===== src/rtl/bus_dma.sv =====
// Word-by-word memory copy bus initiator: reads one 32-bit word, writes it,
// and repeats until the count is exhausted or a bus phase times out.
module bus_dma #(
   parameter int LEN_WIDTH = 16,
   parameter int TIMEOUT   = 255
) (
   input  logic                 clk,
   input  logic                 reset,
   input  logic                 start,
   input  logic [31:0]          src_address,
   input  logic [31:0]          dst_address,
   input  logic [LEN_WIDTH-1:0] length,
   output logic                 busy,
   output logic                 done,
   output logic                 error,
   output logic                 read,
   output logic                 write,
   output logic [31:0]          address,
   output logic [31:0]          write_data,
   input  logic [31:0]          read_data,
   input  logic                 response,
   output logic [1:0]           dbg_state
);

   // Bus handshake: read/write is held with a stable address (and write_data)
   // until response is high in the same cycle; response is ignored otherwise.
   typedef enum logic [1:0] {
      IDLE   = 2'd0,
      RD     = 2'd1,
      WR     = 2'd2,
      FINISH = 2'd3
   } state_t;

   localparam logic [15:0] WAIT_LIMIT = 16'(TIMEOUT - 1);

   state_t               state_q, state_d;
   logic [31:0]          src_q, src_d;
   logic [31:0]          dst_q, dst_d;
   logic [LEN_WIDTH-1:0] cnt_q, cnt_d;
   logic [31:0]          buf_q, buf_d;
   logic [15:0]          wait_q, wait_d;
   logic                 error_q, error_d;

   always_ff @(posedge clk) begin
      if (reset) begin
         state_q <= IDLE;
         src_q   <= '0;
         dst_q   <= '0;
         cnt_q   <= '0;
         buf_q   <= '0;
         wait_q  <= '0;
         error_q <= 1'b0;
      end else begin
         state_q <= state_d;
         src_q   <= src_d;
         dst_q   <= dst_d;
         cnt_q   <= cnt_d;
         buf_q   <= buf_d;
         wait_q  <= wait_d;
         error_q <= error_d;
      end
   end

   always_comb begin
      state_d    = state_q;
      src_d      = src_q;
      dst_d      = dst_q;
      cnt_d      = cnt_q;
      buf_d      = buf_q;
      wait_d     = wait_q;
      error_d    = error_q;
      busy       = 1'b0;
      done       = 1'b0;
      read       = 1'b0;
      write      = 1'b0;
      address    = '0;
      write_data = '0;

      case (state_q)
         IDLE: begin
            if (start) begin
               error_d = 1'b0;
               if (length != '0) begin
                  src_d   = src_address;
                  dst_d   = dst_address;
                  cnt_d   = length;
                  wait_d  = '0;
                  state_d = RD;
               end else begin
                  state_d = FINISH;
               end
            end
         end
         RD: begin
            busy    = 1'b1;
            read    = 1'b1;
            address = src_q;
            if (response) begin
               buf_d   = read_data;
               src_d   = src_q + 32'd4;
               wait_d  = '0;
               state_d = WR;
            end else if (wait_q == WAIT_LIMIT) begin
               error_d = 1'b1;
               state_d = FINISH;
            end else begin
               wait_d = wait_q + 16'd1;
            end
         end
         WR: begin
            busy       = 1'b1;
            write      = 1'b1;
            address    = dst_q;
            write_data = buf_q;
            if (response) begin
               dst_d   = dst_q + 32'd4;
               cnt_d   = cnt_q - 1'b1;
               wait_d  = '0;
               // Compare the pre-decrement count so the last word exits here.
               state_d = (cnt_q == LEN_WIDTH'(1)) ? FINISH : RD;
            end else if (wait_q == WAIT_LIMIT) begin
               error_d = 1'b1;
               state_d = FINISH;
            end else begin
               wait_d = wait_q + 16'd1;
            end
         end
         FINISH: begin
            done    = 1'b1;
            state_d = IDLE;
         end
         default: state_d = IDLE;
      endcase
   end

   assign error     = error_q;
   assign dbg_state = state_q;

endmodule


===== config.mk =====
export PLATFORM = sky130hd
export DESIGN_NAME = bus_dma
export DESIGN_NICKNAME = d
export VERILOG_FILES = /design/src/rtl/bus_dma.sv
export SDC_FILE = /design/constraint.sdc
export NUM_CORES = 1
export LEC_CHECK = 0
export ABC_AREA = 1
export CAP_MARGIN = 20
export CORE_UTILIZATION = 38
export DETAILED_ROUTE_END_ITERATION = 6
export PLACE_DENSITY_LB_ADDON = 0.05
export SLEW_MARGIN = 20
export SYNTH_ARGS = -nofsm -noshare
export SYNTH_HDL_FRONTEND = slang
export SYNTH_SLANG_ARGS = --single-unit
export TNS_END_PERCENT = 10

===== constraint.sdc =====
create_clock -name clk -period 5.4 [get_ports clk]
set_input_delay 1.35 -clock clk [delete_from_list [all_inputs] [get_ports clk]]
set_output_delay 1.35 -clock clk [all_outputs]
set_load 0.05 [all_outputs]

==> results.json, run 1 <==
{
  "ys_types": 41,
  "diodes": 0,
  "ys.flop_type": "dfxtp_1",
  "yosysTopAreaCellShare": 0.2948,
  "io_pins": 187,
  "place_area_sq_um": 10870,
  "min_period_ps": 4607,
  "firstDrtPassIters": 5,
  "ant_nets": 0,
  "grt_max_degree": 82,
  "initial_core_util": 0.3906,
  "yosys.area.top_type": "dfxtp_1",
  "fin_nets": 1789,
  "cts_buffers": 17,
  "worstPathMaxFanout": 81,
  "max_freq_mhz": 217.1,
  "start_kind": "flop",
  "fillCellCount": 2433,
  "p_int_mw": 2.230,
  "clock_path_buffers": 2,
  "clkPwrFrac": 0.317,
  "r2r_end": "dst_q[11]$_SDFFE_PP0P_",
  "portBuffers": 186,
  "die_w_um": 155.0,
  "netlist_instances": 1524,
  "die_area_sq_um": 24030,
  "yosysSeqAreaShare": 0.2948,
  "setup_viol": 0,
  "clk_pin_slew_ps": 70,
  "synth-edff-count": 0,
  "h-tree-depth": 4,
  "finalMaxSlewViolations": 0,
  "cp.depth": 6,
  "min_path_type": "reg2reg",
  "slowest_stage": "clkdlybuf4s50_1",
  "insertion_delay_ps": 440,
  "die_h_um": 155.0,
  "grt_antenna_before_repair": 0,
  "r2r_start": "dbg_state[0]$_SDFFE_PP0N_",
  "numClockSinks": 131,
  "core_region_area_sq_um": 22780,
  "p_switching_mw": 1.579,
  "cp_top_family": "buffers and inverters",
  "grt.total_usage": 0.2522,
  "crit_chain": "inv_1 -> ha_4 -> buf_4 -> nand2_1 -> a21oi_1 -> clkdlybuf4s50_1",
  "grt_pass1_wl_um": 48160,
  "p_comb_frac": 0.324,
  "ys_seq_elements": 131,
  "arrival_ps": 3260,
  "crit_path_start": "dbg_state[0]$_SDFFE_PP0N_",
  "clock_skew_ps": 11.46,
  "cts_hold_buf": 0,
  "final_common_cell": "nand2_1",
  "hold_viol": 0,
  "grt_remaining_overflow": 0,
  "syn2layout_area_growth_pct": 29.07,
  "max_cap_viol_count": 0,
  "viasPerCell": 5.022,
  "status": "completed",
  "cts_tree": "built",
  "postCtsSetupBuffers": 0,
  "fin_area_sq_um": 11480,
  "path_buf_inv": 3,
  "rsz0062_at_grt": "no",
  "drive_gt1_frac": 0.05970,
  "gp_congestion": 0.8667,
  "crit_required_ps": 4050,
  "synth_area_leaders": "dfxtp_1 (29%), nand2_1 (18%), nor2_1 (12%)",
  "rows": 55,
  "power_mw": 3.810,
  "ff_latch_area_sq_um": 2623,
  "wl_per_cell_um": 15.00,
  "p_seq_frac": 0.360,
  "switching_share": 0.4145,
  "layout.core_utilization": 0.5041,
  "drcViolationCount": 0,
  "criticalPathCategory": "reg2out",
  "worstHoldStart": "dst_q[1]$_SDFFE_PP0P_",
  "setup.worst_path.end": "address[2]",
  "setup_tns_ps": 0,
  "tightest_slew_ps": 998.3,
  "first_iter_violations": 695,
  "cts_resized": 0,
  "dpl.hpwl_um": 21200,
  "async_reset_ff_frac": 0,
  "multi_input_area_sq_um": 5419,
  "avgSynthCellArea_sq_um": 5.838,
  "final_cell_mix": "nand2_1 (429), nor2_1 (286), clkdlybuf4s50_1 (186)",
  "r2r_slack_ps": 2120,
  "cpPeakStageDelay_ps": 820,
  "peakVddDrop_v": 0.0002655,
  "cts_root_buf": "clkbuf_16",
  "p_leak_nw": 4.672,
  "power_density_nw_per_um2": 331.7,
  "reg2regPathDepth": 11,
  "end_kind": "output pin",
  "slew_headroom": 0.3338,
  "grt_pass1_vias": 9281,
  "synth_area_sq_um": 8897,
  "finalCritPeriodShare": 0.8532,
  "synth_nets": 1651,
  "vias": 9984,
  "drt-total-wl_um": 29820,
  "yosysWarnings": 0
}
## logic make-up (layout without fill, tap and decap cells)
kind of cell | after synthesis | count (layout) | synth area share
adder cells (fa/ha/maj) | 11 | 11 | 0.01547
XOR/XNOR | 8 | 8 | 0.007875
buffers and inverters | 207 | 358 | 0.09787
AO/OA/AOI/OAI | 241 | 241 | 0.1453
flip-flops | 131 | 131 | 0.2948
AND/OR/NAND/NOR | 926 | 926 | 0.4388
## Yosys cell counts (4+ instances only)
master,n
buf_2,17
nand3b_1,4
nand4_1,14
buf_1,12
nand3_1,117
nor2_2,9
nor2_1,286
inv_2,5
o21ai_1,22
nand2_1,429
buf_4,9
xor2_1,7
nor2_4,5
or2_2,13
dfxtp_1,131
clkbuf_1,34
nor4_1,8
a21oi_1,76
inv_1,124
o21ai_0,116
ha_1,11
nor3_1,30
a21oi_2,10
## worst register-to-register path, cell delays in order, from the launching register on
cell and delay [ps]:
dfxtp_1 410, inv_1 140, ha_4 450, inv_2 180, buf_4 570, nor2_1 170, a211oi_2 240, nand2_2 90
inv_2 580, nand2_1 140, a21oi_1 160, nor2_1 50
## power by group through the flow
stage / sequential, mW / combinational (mW) / clock [mW]
2_1_floorplan: 1.30 / 0.928 / 0
3_3_place_gp: 1.39 / 1.22 / 0
3_5_place_dp: 1.39 / 1.23 / 0
4_1_cts: 1.36 / 1.24 / 1.23
5_1_grt: 1.39 / 1.39 / 1.28
6_report: 1.37 / 1.23 / 1.21
## final cells by class
class / count / area share
sequential: 131 / 0.2284
tap: 313 / 0.03410
clock buffer: 17 / 0.03705
timing repair buffer: 195 / 0.1691
multi-input combinational: 1186 / 0.4719
inverter: 131 / 0.04326
clock inverter: 15 / 0.01623
## through the flow
step | setup WS [ps] | hold slack, ps | std cells
global placement | 1314 | 451.8 | 1956
detailed placement | 1267 | 456.1 | 1956
floorplan | 1151 | 440.5 | 1524
CTS | 791.4 | 468.1 | 1988
finish | 792.8 | 470.4 | 1988
global route | 600.0 | 485.6 | 1988
## per-layer routing
metal	up-vias	share of wire	global-route usage
met5	-	0	0
met4	0	0.038	0.1240
met3	52	0.049	0.03760
met2	304	0.45	0.4071
met1	4465	0.46	0.3281
li1	5163	-	-
## how the worst min path moves through the flow
stage,endpoint,slack [ps],cells past startpoint
3_5_place_dp,dst_q[1]$_SDFFE_PP0P_,460,2
2_1_floorplan,src_q[0]$_SDFFE_PP0P_,440,2
5_1_grt,src_q[1]$_SDFFE_PP0P_,490,2
6_report,dst_q[1]$_SDFFE_PP0P_,470,2
4_1_cts,dst_q[1]$_SDFFE_PP0P_,470,2
3_3_place_gp,src_q[0]$_SDFFE_PP0P_,450,2
## flip-flops by register name, indices dropped and copies added, names as in the netlist
| signal | cells |
|---|---|
| buf_q | 32 |
| dst_q | 32 |
| src_q | 32 |
| cnt_q | 16 |
| wait_q | 16 |
| dbg_state | 2 |
| error | 1 |
(Power assumes the default switching activity.)
==> run 2: changes to the inputs <==
HOLD_SLACK_MARGIN = 0.15   (was not set)
==> results of run 2 <==
Final layout, timing and power as in run 1 (identical DEF).
==> run 3: changes to the inputs <==
CORE_MARGIN = 1   (was not set)
CORE_UTILIZATION = 40   (was 38)
==> results.json, run 3 (same netlist as run 1, synthesis figures left out) <==
{
  "status": "completed",
  "start_kind": "flop",
  "dpl.hpwl_um": 21760,
  "rsz0062_at_grt": "no",
  "largestRegisters": "buf_q x32, dst_q x32, src_q x32",
  "h-tree-depth": 4,
  "portBuffers": 186,
  "insertion_delay_ps": 430,
  "final_cell_mix": "nand2_1 (429), nor2_1 (286), clkdlybuf4s50_1 (186)",
  "crit_required_ps": 4050,
  "max_freq_mhz": 222.5,
  "cts_resized": 0,
  "min_period_ps": 4494,
  "power_mw": 3.778,
  "final_common_cell": "nand2_1",
  "hold_viol": 0,
  "fin_nets": 1792,
  "clk_pin_slew_ps": 50,
  "layout.core_utilization": 0.5237,
  "vias": 10006,
  "worst_slack_ps": 905.6,
  "cts_buffers": 17,
  "numClockSinks": 131,
  "fin_area_sq_um": 11430,
  "core_region_area_sq_um": 21820,
  "syn2layout_area_growth_pct": 28.45,
  "setup_tns_ps": 0,
  "power_density_nw_per_um2": 330.6,
  "drive_gt1_frac": 0.06082,
  "gp_congestion": 0.9038,
  "max_cap_viol_count": 0,
  "peakVddDrop_v": 0.0002236,
  "grt_pass1_vias": 9118,
  "place_ws_ps": 1393,
  "holdWs_ps": 476.3,
  "firstDrtPassIters": 5,
  "die_w_um": 151.1,
  "min_path_type": "reg2reg",
  "wl_per_cell_um": 15.44,
  "first_iter_violations": 600,
  "worstPathMaxFanout": 37,
  "cts_hold_buf": 0,
  "grt_antenna_before_repair": 1,
  "grt_max_degree": 75,
  "postCtsSetupBuffers": 0,
  "viasPerCell": 5.110,
  "cts_tree": "built",
  "initial_core_util": 0.4077,
  "slew_headroom": 0.3970,
  "criticalPathCategory": "reg2out",
  "setup_viol": 0,
  "drt-total-wl_um": 30230,
  "ant_nets": 0,
  "finalMaxSlewViolations": 0,
  "tightest_slew_ps": 903.5,
  "p_leak_nw": 4.654,
  "finalCritPeriodShare": 0.8323,
  "cts_root_buf": "clkbuf_16",
  "grt_remaining_overflow": 0,
  "arrival_ps": 3140,
  "place_area_sq_um": 10840,
  "die_area_sq_um": 22840,
  "grt_pass1_wl_um": 47580,
  "drcViolationCount": 0,
  "io_pins": 187,
  "clock_path_buffers": 2,
  "die_h_um": 151.1,
  "end_kind": "output pin",
  "rows": 54,
  "clock_skew_ps": 12.17,
  "place_inst": 1926,
  "final_cells": 1958,
  "grt.total_usage": 0.2695
}
-- run 3: changes by cell type in the layout (fill, tap and decap cells not counted) --
cell	change
inv_8	-5
buf_12	-1
clkinv_4	+1
clkinv_8	-3
inv_6	-4
clkbuf_8	+2
bufinv_16	+1
clkinvlp_4	+5
buf_4	+4
diode_2	+1
clkinv_2	+2
-- run 3: worst paths after layout --
| check | from | to | slack (ps) | cells after the start |
|---|---|---|---|---|
| max reg2reg | dbg_state[0]$_SDFFE_PP0N_ | dst_q[12]$_SDFFE_PP0P_ | 2270 | 10 |
| min reg2reg | src_q[0]$_SDFFE_PP0P_ | src_q[0]$_SDFFE_PP0P_ | 480 | 2 |
| max | dbg_state[1]$_SDFFE_PP0N_ | address[12] | 910 | 6 |
| min | src_q[0]$_SDFFE_PP0P_ | src_q[0]$_SDFFE_PP0P_ | 480 | 2 |
-- run 3: critical path, stage by stage (launching register included) --
cell and delay [ps]:
dfxtp_1 360, inv_1 140, ha_2 720, buf_4 360
nand2_1 100, a21oi_1 160, clkdlybuf4s50_1 840
-- run 3: layout make-up --
cell class / count / area [sq um]
fillers: 2306 / 10400
multi-input cells: 1186 / 5419
flip-flops and latches: 131 / 2623
repair buffers: 198 / 1952
inverters: 131 / 496.7
clock buffers: 19 / 452.9
well taps: 280 / 350.3
clock inverters: 12 / 132.6
diodes: 1 / 2.502
-- run 3: metal layers --
layer | track usage | up-vias | share of wire
li1 | - | 5171 | -
met1 | 0.3417 | 4478 | 0.44
met2 | 0.4472 | 313 | 0.46
met3 | 0.05331 | 44 | 0.066
met4 | 0.1055 | 0 | 0.029
met5 | 0 | - | 0
-- run 3: where the power goes --
group	switching (mW)	internal (mW)	leakage, nW
logic	0.815	0.427	3.31
registers	0.236	1.14	1.08
clock network	0.461	0.701	0.269
